## config.mk

```make
export PLATFORM = sky130hd
export DESIGN_NAME = eac_prefix_stage
export DESIGN_NICKNAME = d
export VERILOG_FILES = /design/src/rtl/eac_prefix_stage.sv
export SDC_FILE = /design/constraint.sdc
export NUM_CORES = 1
export LEC_CHECK = 0
export CAP_MARGIN = 0
export CORE_MARGIN = 2
export CORE_UTILIZATION = 30
export DETAILED_ROUTE_END_ITERATION = 8
export GPL_ROUTABILITY_DRIVEN = 0
export SYNTH_ARGS = -nofsm -noshare
export SYNTH_HDL_FRONTEND = slang
export SYNTH_SLANG_ARGS = --single-unit
export TNS_END_PERCENT = 100
```

## constraint.sdc

```tcl
create_clock -name clk -period 1.6 [get_ports clk]
set_input_delay 0.4 -clock clk [delete_from_list [all_inputs] [get_ports clk]]
set_output_delay 0.4 -clock clk [all_outputs]
set_load 0.02 [all_outputs]
```

## src/rtl/eac_prefix_stage.sv

```systemverilog
// Carry/sum stage of a modulo 2^WIDTH-1 adder: Kogge-Stone prefix tree with end-around carry.
// Build option: define EAC_ZERO_NORM_EN to fold the all-ones zero onto all-zeros at the output.
module eac_prefix_stage #(
  parameter int unsigned WIDTH = 8
) (
  input  logic             clk,
  input  logic             rst_n,
  input  logic             in_valid,
  output logic             in_ready,
  input  logic [WIDTH-1:0] g,
  input  logic [WIDTH-1:0] p,
  output logic             out_valid,
  input  logic             out_ready,
  output logic [WIDTH-1:0] sum,
  output logic             eac
);

  localparam int unsigned Levels = $clog2(WIDTH);

  logic             va_q, va_d;
  logic             vb_q, vb_d;
  logic [WIDTH-1:0] g_a_q, p_a_q;
  logic [WIDTH-1:0] sum_q;
  logic             eac_q;

  logic             adv_b;
  logic             accept;
  logic             load_b;

  // Handshake: B drains or is empty; A moves whenever B can take it.
  always_comb begin
    adv_b    = !vb_q || out_ready;
    in_ready = !va_q || adv_b;
    accept   = in_valid && in_ready;
    load_b   = adv_b && va_q;
    va_d     = va_q;
    vb_d     = vb_q;
    if (accept) begin
      va_d = 1'b1;
    end else if (adv_b) begin
      va_d = 1'b0;
    end
    if (adv_b) begin
      vb_d = va_q;
    end
  end

  // Parallel-prefix tree: level k combines spans at distance 2^k.
  genvar k, i;
  for (k = 0; k < Levels; k++) begin : g_lvl
    logic [WIDTH-1:0] gi, pi, go, po;
    if (k == 0) begin : g_first
      assign gi = g_a_q;
      assign pi = p_a_q;
    end else begin : g_next
      assign gi = g_lvl[k-1].go;
      assign pi = g_lvl[k-1].po;
    end
    for (i = 0; i < WIDTH; i++) begin : g_bit
      if (i >= (1 << k)) begin : g_op
        assign go[i] = gi[i] | (pi[i] & gi[i-(1<<k)]);
        assign po[i] = pi[i] & pi[i-(1<<k)];
      end else begin : g_pass
        assign go[i] = gi[i];
        assign po[i] = pi[i];
      end
    end
  end

  logic [WIDTH-1:0] blk_g, blk_p;
  logic [WIDTH-1:0] carry;
  logic             eac_c;
  logic [WIDTH-1:0] sum_c;
  logic [WIDTH-1:0] sum_n;

  assign blk_g = g_lvl[Levels-1].go;
  assign blk_p = g_lvl[Levels-1].po;

  // One end-around pass suffices: a carry-in can never create a second carry-out.
  always_comb begin
    eac_c = blk_g[WIDTH-1];
    carry = blk_g | (blk_p & {WIDTH{eac_c}});
    sum_c = p_a_q ^ {carry[WIDTH-2:0], eac_c};
`ifdef EAC_ZERO_NORM_EN
    sum_n = (&sum_c) ? '0 : sum_c;
`else
    sum_n = sum_c;
`endif
  end

  always_ff @(posedge clk or negedge rst_n) begin
    if (!rst_n) begin
      va_q  <= 1'b0;
      vb_q  <= 1'b0;
      g_a_q <= '0;
      p_a_q <= '0;
      sum_q <= '0;
      eac_q <= 1'b0;
    end else begin
      va_q <= va_d;
      vb_q <= vb_d;
      if (accept) begin
        g_a_q <= g;
        p_a_q <= p;
      end
      if (load_b) begin
        sum_q <= sum_n;
        eac_q <= eac_c;
      end
    end
  end

  assign out_valid = vb_q;
  assign sum       = sum_q;
  assign eac       = eac_q;

endmodule

```

==> results by group <==
Routing
  – # DRC: 0
  – Routed via count: between 1000 and 1500
  – Routed wire length: approximately 3300 microns
  – DRT Pass-1 Iters: 4
  – Post-route ant nets: 0
  – Via/cell ratio: 5.004
  – Drt wl/cell: 14.78 microns
  – 1st-iter DRT viols: 13

Timing
  – Slew margin rel.: 0.7711
  – Final Max Tran Viols: 0
  – Minimum clock period: 1.679 ns
  – Setup Skew: just under 0.002 ns
  – Final count of hold timing violations: 0
  – Fmax: between 0.5 and 0.6 GHz
  – Period utilisation layout: 1.049
  – Final setup viols: 5
  – Setup ws final: -0.07916 ns
  – Final setup TNS: -0.2376 ns
  – Slew @ Worst Pin: between 0.3 and 0.4 ns
  – RSZ-0062 raised after global routing: yes

Die
  – Core footprint: between 4000 and 5000 sq um
  – Die height: between 70 and 80 microns
  – I/O pins: 31
  – Initial core utilization: 0.3082
  – Row cnt: 24
  – Die W: around 71 microns
  – Full die area: between 4000 and 5000 sq um

Synth
  – Yosys top cell area share: 0.5070
  – Syn Area/Cell: 11.79 sq um
  – Seq cells post-synth: 27
  – Post-synth ARST share: 1.000
  – Synth area leaders: dfrtp_1, mux2_1, mux2_2, nor3b_1, nand2_1
  – Ys Warns: 0
  – Area leader, netlist: dfrtp_1
  – Cells after synthesis: 113
  – Number of synthesized flops with an enable pin: 0
  – Synth Flop Type: dfrtp_1
  – Post-Syn Nets: about 130
  – Library cells used by synthesis: 37
  – Sequential cell area fraction in the yosys report: 0.5070
  – Post-Syn Area: between 1000 and 1500 sq um

Place
  – Pre-CTS setup slack: -0.3978 ns
  – DP HPWL: 2331 microns
  – IO buf count: 30
  – Placed Instance Area: between 1500 and 2000 sq um

Final layout
  – Final Core Density: 0.4809
  – # diodes: 0
  – Final instance area: around 2100 sq um
  – P&R area growth vs syn: 56.06%
  – Final nets: approximately 200
  – Fill cells: about 400
  – Commonest cells after routing, fill and taps aside: dfrtp_1, buf_4, clkdlybuf4s50_1
  – Share of cells above drive strength 1: 0.3468
  – Commonest non-fill, non-tap cell in the layout: dfrtp_1

Power and ir drop
  – Sequential power share: 0.414
  – Internal power: approximately 0.0015 W
  – Total power: ~0.0022 W
  – Sw Ratio: 0.3436
  – Max VDD drop: approximately 530 uV
  – LEAKAGE: 0.8840 nW
  – NetSw: ~0.00077 W
  – Pwr/cell area: approximately 1100 nW/um^2
  – Clk pwr share: 0.179
  – Logic gate share of total power: 0.407

Critical path
  – Critical path data required time: 1.77 ns
  – Setup Crit Path Kind: register to register
  – Endpoint class of the critical path: register
  – Worst Path Buf+Inv: 0
  – CP Data Arrival Time: 1.85 ns
  – CP Launch Type: register
  – CP peak stage delay: between 0.4 and 0.5 ns
  – Crit-path cells: a21o_1, o2bb2ai_4, a41o_1, ha_4, nor2_4, xor2_1, o21ai_1
  – Crit-path slowest cell: dfrtp_1
  – Peak fanout along the critical path: 5
  – CP delay by family, top: compound AO/OA/AOI/OAI gates

Clock network
  – Clock sinks: 27
  – CTS Buffer Depth: 2
  – CTS clock-pin slew for the worst setup and hold paths: ~0.1 ns
  – CTS Buf Count: 3
  – CTS root buffer: clkbuf_8
  – Worst skew pair latency: between 0.2 and 0.3 ns
  – CTS tree: done
  – Hold_buf cts: 0
  – H-tree Lvls: 1

Global route
  – Number of global-route vias before repair: ~1200
  – Antenna violations before repair: 0
  – First-pass GRT wire length: ~5600 microns
  – Largest net degree at the start of global routing: 28
  – Grt ovf: 0
  – Tot GR Track Use: 0.1372

Status
  – Outcome: finished, violations left
  – Failing checks: setup timing

Worst hold path
  – Min-Delay Path Class: primary input to register

Run
  – Max-Cap Viols: 0
-- registers in the layout, indices dropped and copies added, names as in the netlist --
signal,count
g_lvl.pi,8
va_q,1
sum,8
eac,1
out_valid,1
g_a_q,8
-- power groups by stage --
stage	sequential [W]	combinational (W)	clock (W)
floorplan	0.00104	0.000307	0
global placement	0.000930	0.000842	0
detailed placement	0.000939	0.000857	0
CTS	0.000924	0.000815	0.000400
global route	0.000952	0.000990	0.000425
finish	0.000927	0.000911	0.000402
-- layout make-up --
cell class	count	area, sq um	area share
tap	52	65.06	0.03129
clock buffer	4	45.04	0.02166
multi-input combinational	80	737.0	0.3544
timing repair buffer	58	539.3	0.2593
inverter	4	15.01	0.007220
sequential	27	678.2	0.3261
-- worst paths after layout --
check | depth (start not counted) | start | to | slack, ns
worst min register to register | 2 | sum[3] | sum[3] | 0.48
worst min-delay path | 3 | out_ready | out_valid | 0.43
worst max register to register | 7 | g_lvl[0].pi[3] | sum[1] | -0.08
worst max-delay path | 7 | g_lvl[0].pi[3] | sum[1] | -0.08
min in group asynchronous | 2 | rst_n | g_a_q[7] | 0.48
max in group asynchronous | 2 | rst_n | g_lvl[0].pi[1] | 0.84
-- worst register-to-register path, cell delays in order, from the launching register on --
cell	delay, ns
dfrtp_1	0.44
a21o_1	0.24
o2bb2ai_4	0.14
a41o_1	0.27
ha_4	0.18
nor2_4	0.09
xor2_1	0.14
o21ai_1	0.07
-- cell usage after synthesis (2+ instances only) --
library cell  count
dfrtp_1          27
mux2_1           10
mux2_2            8
nand2_1           7
a21oi_1           4
inv_1             4
nand2b_1          4
nand3_1           4
nor3b_1           4
o21ai_1           4
a211o_1           3
nor2_1            3
o21ai_0           3
a21oi_2           2
and3_4            2
nand3b_1          2
nand4_1           2
-- timing repair --
item,4_1_cts,5_1_grt
resized for setup,15,25
endpoints found under the hold margin,0,0
pin swaps,0,9
buffers inserted,1,1
cloned,0,1
endpoints found under the setup margin,17,11
-- per-stage QoR --
step,hold slack (ns),cells
after floorplan,0.1044,113
after detailed placement,0.4723,218
final,0.4309,225
after global placement,0.4711,218
after CTS,0.4884,223
after global routing,0.4631,225
-- metal layers --
metal | routed length [microns] | global-route usage | vias to the layer above | share of wire
met5 | 0 | 0 | - | 0
met4 | 52 | 0.02516 | 0 | 0.016
met3 | 111 | 0.02707 | 6 | 0.033
met2 | 1716 | 0.2631 | 22 | 0.52
met1 | 1445 | 0.1593 | 555 | 0.43
li1 | - | - | 543 | -
-- kinds of logic after synthesis --
family / Yosys count / share of synthesized area
AND/OR/NAND/NOR: 32 / 0.1437
AO/OA/AOI/OAI: 27 / 0.1568
flip-flops: 27 / 0.5070
multiplexers: 18 / 0.1521
buffers and inverters: 6 / 0.01783
XOR/XNOR: 2 / 0.01315
adder cells (fa/ha/maj): 1 / 0.009388
Note: power is estimated with default switching activity, not from simulation.
==> variant (same flow settings) <==
Set the parameter `WIDTH` to 16 (it was 8).
--- a/src/rtl/eac_prefix_stage.sv
+++ b/src/rtl/eac_prefix_stage.sv
@@ -1,7 +1,7 @@
 // Carry/sum stage of a modulo 2^WIDTH-1 adder: Kogge-Stone prefix tree with end-around carry.
 // Build option: define EAC_ZERO_NORM_EN to fold the all-ones zero onto all-zeros at the output.
 module eac_prefix_stage #(
-  parameter int unsigned WIDTH = 8
+  parameter int unsigned WIDTH = 16
 ) (
   input  logic             clk,
   input  logic             rst_n,
Interface: changed (resized g, p and sum); port bits go from 31 to 55. The function was not compared with the original's and may differ.
==> variant against the unedited design <==
The flow still finishes with violations (setup timing). Sequential cell count rose by 24. Area after synthesis rose by 88%. Clock power rose by 81%. Final area rose by 91%. Wire length rose by 96%. Via count rose by 91%. Sequential share of layout area fell by 0.40 points. Setup slack got worse by 0.35 ns. Clock skew rose by 0.0066 ns. Power rose by 93%.
==> variant: results (changes against the unedited design) <==
Parameter                              Value

Global route
  Global-route usage over all layers ... 14.3% (+0.60 points)
  Antenna violations before repair ... 0 (unchanged)
  Largest net degree at the start of global routing ... 52 (+86%)
  Vias in the first global route ... 2,110 (+79%)
  Wire length of the first global-routing pass ... 10.0 mm (+79%)

Routing
  DRC violation total after the first TritonRoute iteration ... 47 (+34)
  Ratio of routed vias to standard cells ... 4.77 (-4.7%)
  First-pass detailed-route iteration total ... 5 (+1)
  Final wirelength ... 6.52 mm (+96%)

Synthesis
  Leading cell types by total area after synthesis ... sky130_fd_sc_hd__dfrtp_1, sky130_fd_sc_hd__mux2_2, sky130_fd_sc_hd__nand2_1, sky130_fd_sc_hd__a21oi_1, sky130_fd_sc_hd__o21ai_1
  Sequential-to-total area share from yosys stat ... 50.9% (+0.19 points)
  Total nets after synthesis ... 263 (+96%)
  Portion of synthesized cell area occupied by the leading cell type ... 50.9% (+0.19 points)
  Commonest cells in the synthesized netlist ... sky130_fd_sc_hd__dfrtp_1, sky130_fd_sc_hd__mux2_2, sky130_fd_sc_hd__nand2_1, sky130_fd_sc_hd__a21oi_1, sky130_fd_sc_hd__o21ai_1
  Count of cell types in the netlist ... 45 (+22%)
  Number of instances in the synthesized netlist ... 226 (+100%)
  Count of yosys warnings during synthesis ... 0 (unchanged)

Finish
  Fill cells ... 770 (+94%)
  Post-route insts no fill ... 450 (+100%)
  Final layout net count ... 381 (+95%)
  Proportion of layout cells with a drive suffix above 1 ... 40.9% (+6.2 points)

CTS
  Total clock buffers created by CTS ... 5 (+2)
  Insertion delay to the later sink of the worst-skew pair ... 0.30 ns (+0.03 ns)
  CTS H-tree lvls ... 2 (+1)

Pwr
  Leak ... 1.75 nW (+98%)
  Switching Share ... 34.2% (-0.21 points)
  Peak VDD IR ... 0.523 mV (-1.2%)

Timing
  Final clock skew ... 0.00857 ns (+0.00658 ns)
  Post-route setup TNS ... -5.51 ns (-5.28 ns)
  Actual slew at the worst max-slew pin ... 0.307 ns (-0.0360 ns)
  Fin worst setup slack ... -0.425 ns (-0.346 ns)
  Count of endpoints failing setup in the final report ... 17 (+12)

Outcome
  Violations in the final reports ... setup timing
  Status ... finished, violations left

Place
  Worst slack at placement ... -0.542 ns (-0.144 ns)
  Placed wire-length estimate ... 4.61 mm (+98%)
  Placed standard-cell area ... 3640 µm² (+92%)
  Count of placed standard cells including taps ... 430 (+97%)
  Port Buffers ... 54 (+80%)

Critical path
  Data arrival time of the critical path ... 2.22 ns (+0.37 ns)
  Delay of the slowest cell on the worst path ... between 0.4 and 0.5 ns

Min path
  Worst min path class ... primary input to asynchronous set/reset pin
## variant: final timing paths
path	slack (ns)	cells after the start	startpoint	endpoint
max	-0.42	9	g_lvl[0].pi[9]	sum[5]
min	0.08	2	rst_n	sum[13]
max reg2reg	-0.42	9	g_lvl[0].pi[9]	sum[5]
min reg2reg	0.49	2	sum[12]	sum[12]
max in group asynchronous	1.28	2	rst_n	g_lvl[0].pi[5]
min in group clk	0.40	3	out_ready	out_valid
## variant: per-layer routing
layer | GRT usage (%) | vias up | wire length, µm
met4 | 3.57 | 0 | 56
met1 | 19.2 | 1051 | 2960
met2 | 23.8 | 45 | 3240
li1 | - | 1044 | -
met3 | 2.92 | 7 | 258
met5 | 0 | - | 0
## variant: cell families after synthesis
| family | count (synthesis) | synth area share [%] |
|---|---|---|
| compound gates | 58 | 16.0 |
| xor+xnor | 9 | 3.14 |
| fa+ha+maj | 1 | 0.499 |
| buf+inv | 16 | 2.50 |
| flops | 51 | 50.9 |
| mux | 37 | 16.6 |
| simple gates | 54 | 10.4 |
## variant: timing repair
item	CTS	global route
endpoints found under the hold margin	0	0
setup endpoints to repair	36	49
resized for setup	43	11
pin swaps	27	6
gates cloned	0	3
buffers inserted	7	3
## variant: power groups by stage
stage | clock network, mW | registers [mW] | logic, mW
2_1_floorplan | 0 | 1.96 | 0.688
3_3_place_gp | 0 | 1.77 | 1.74
3_5_place_dp | 0 | 1.77 | 1.77
4_1_cts | 0.752 | 1.74 | 1.79
5_1_grt | 0.808 | 1.78 | 2.02
6_report | 0.727 | 1.75 | 1.86
## variant: cell type report
type,instances,area [µm²],area share (%)
clock buffer,7,76.3,1.92
clock inverter,1,5.00,0.126
inverter,8,30.0,0.757
multi-input combinational,159,1330,33.4
sequential,51,1280,32.2
tap,105,131,3.31
timing repair buffer,119,1120,28.2
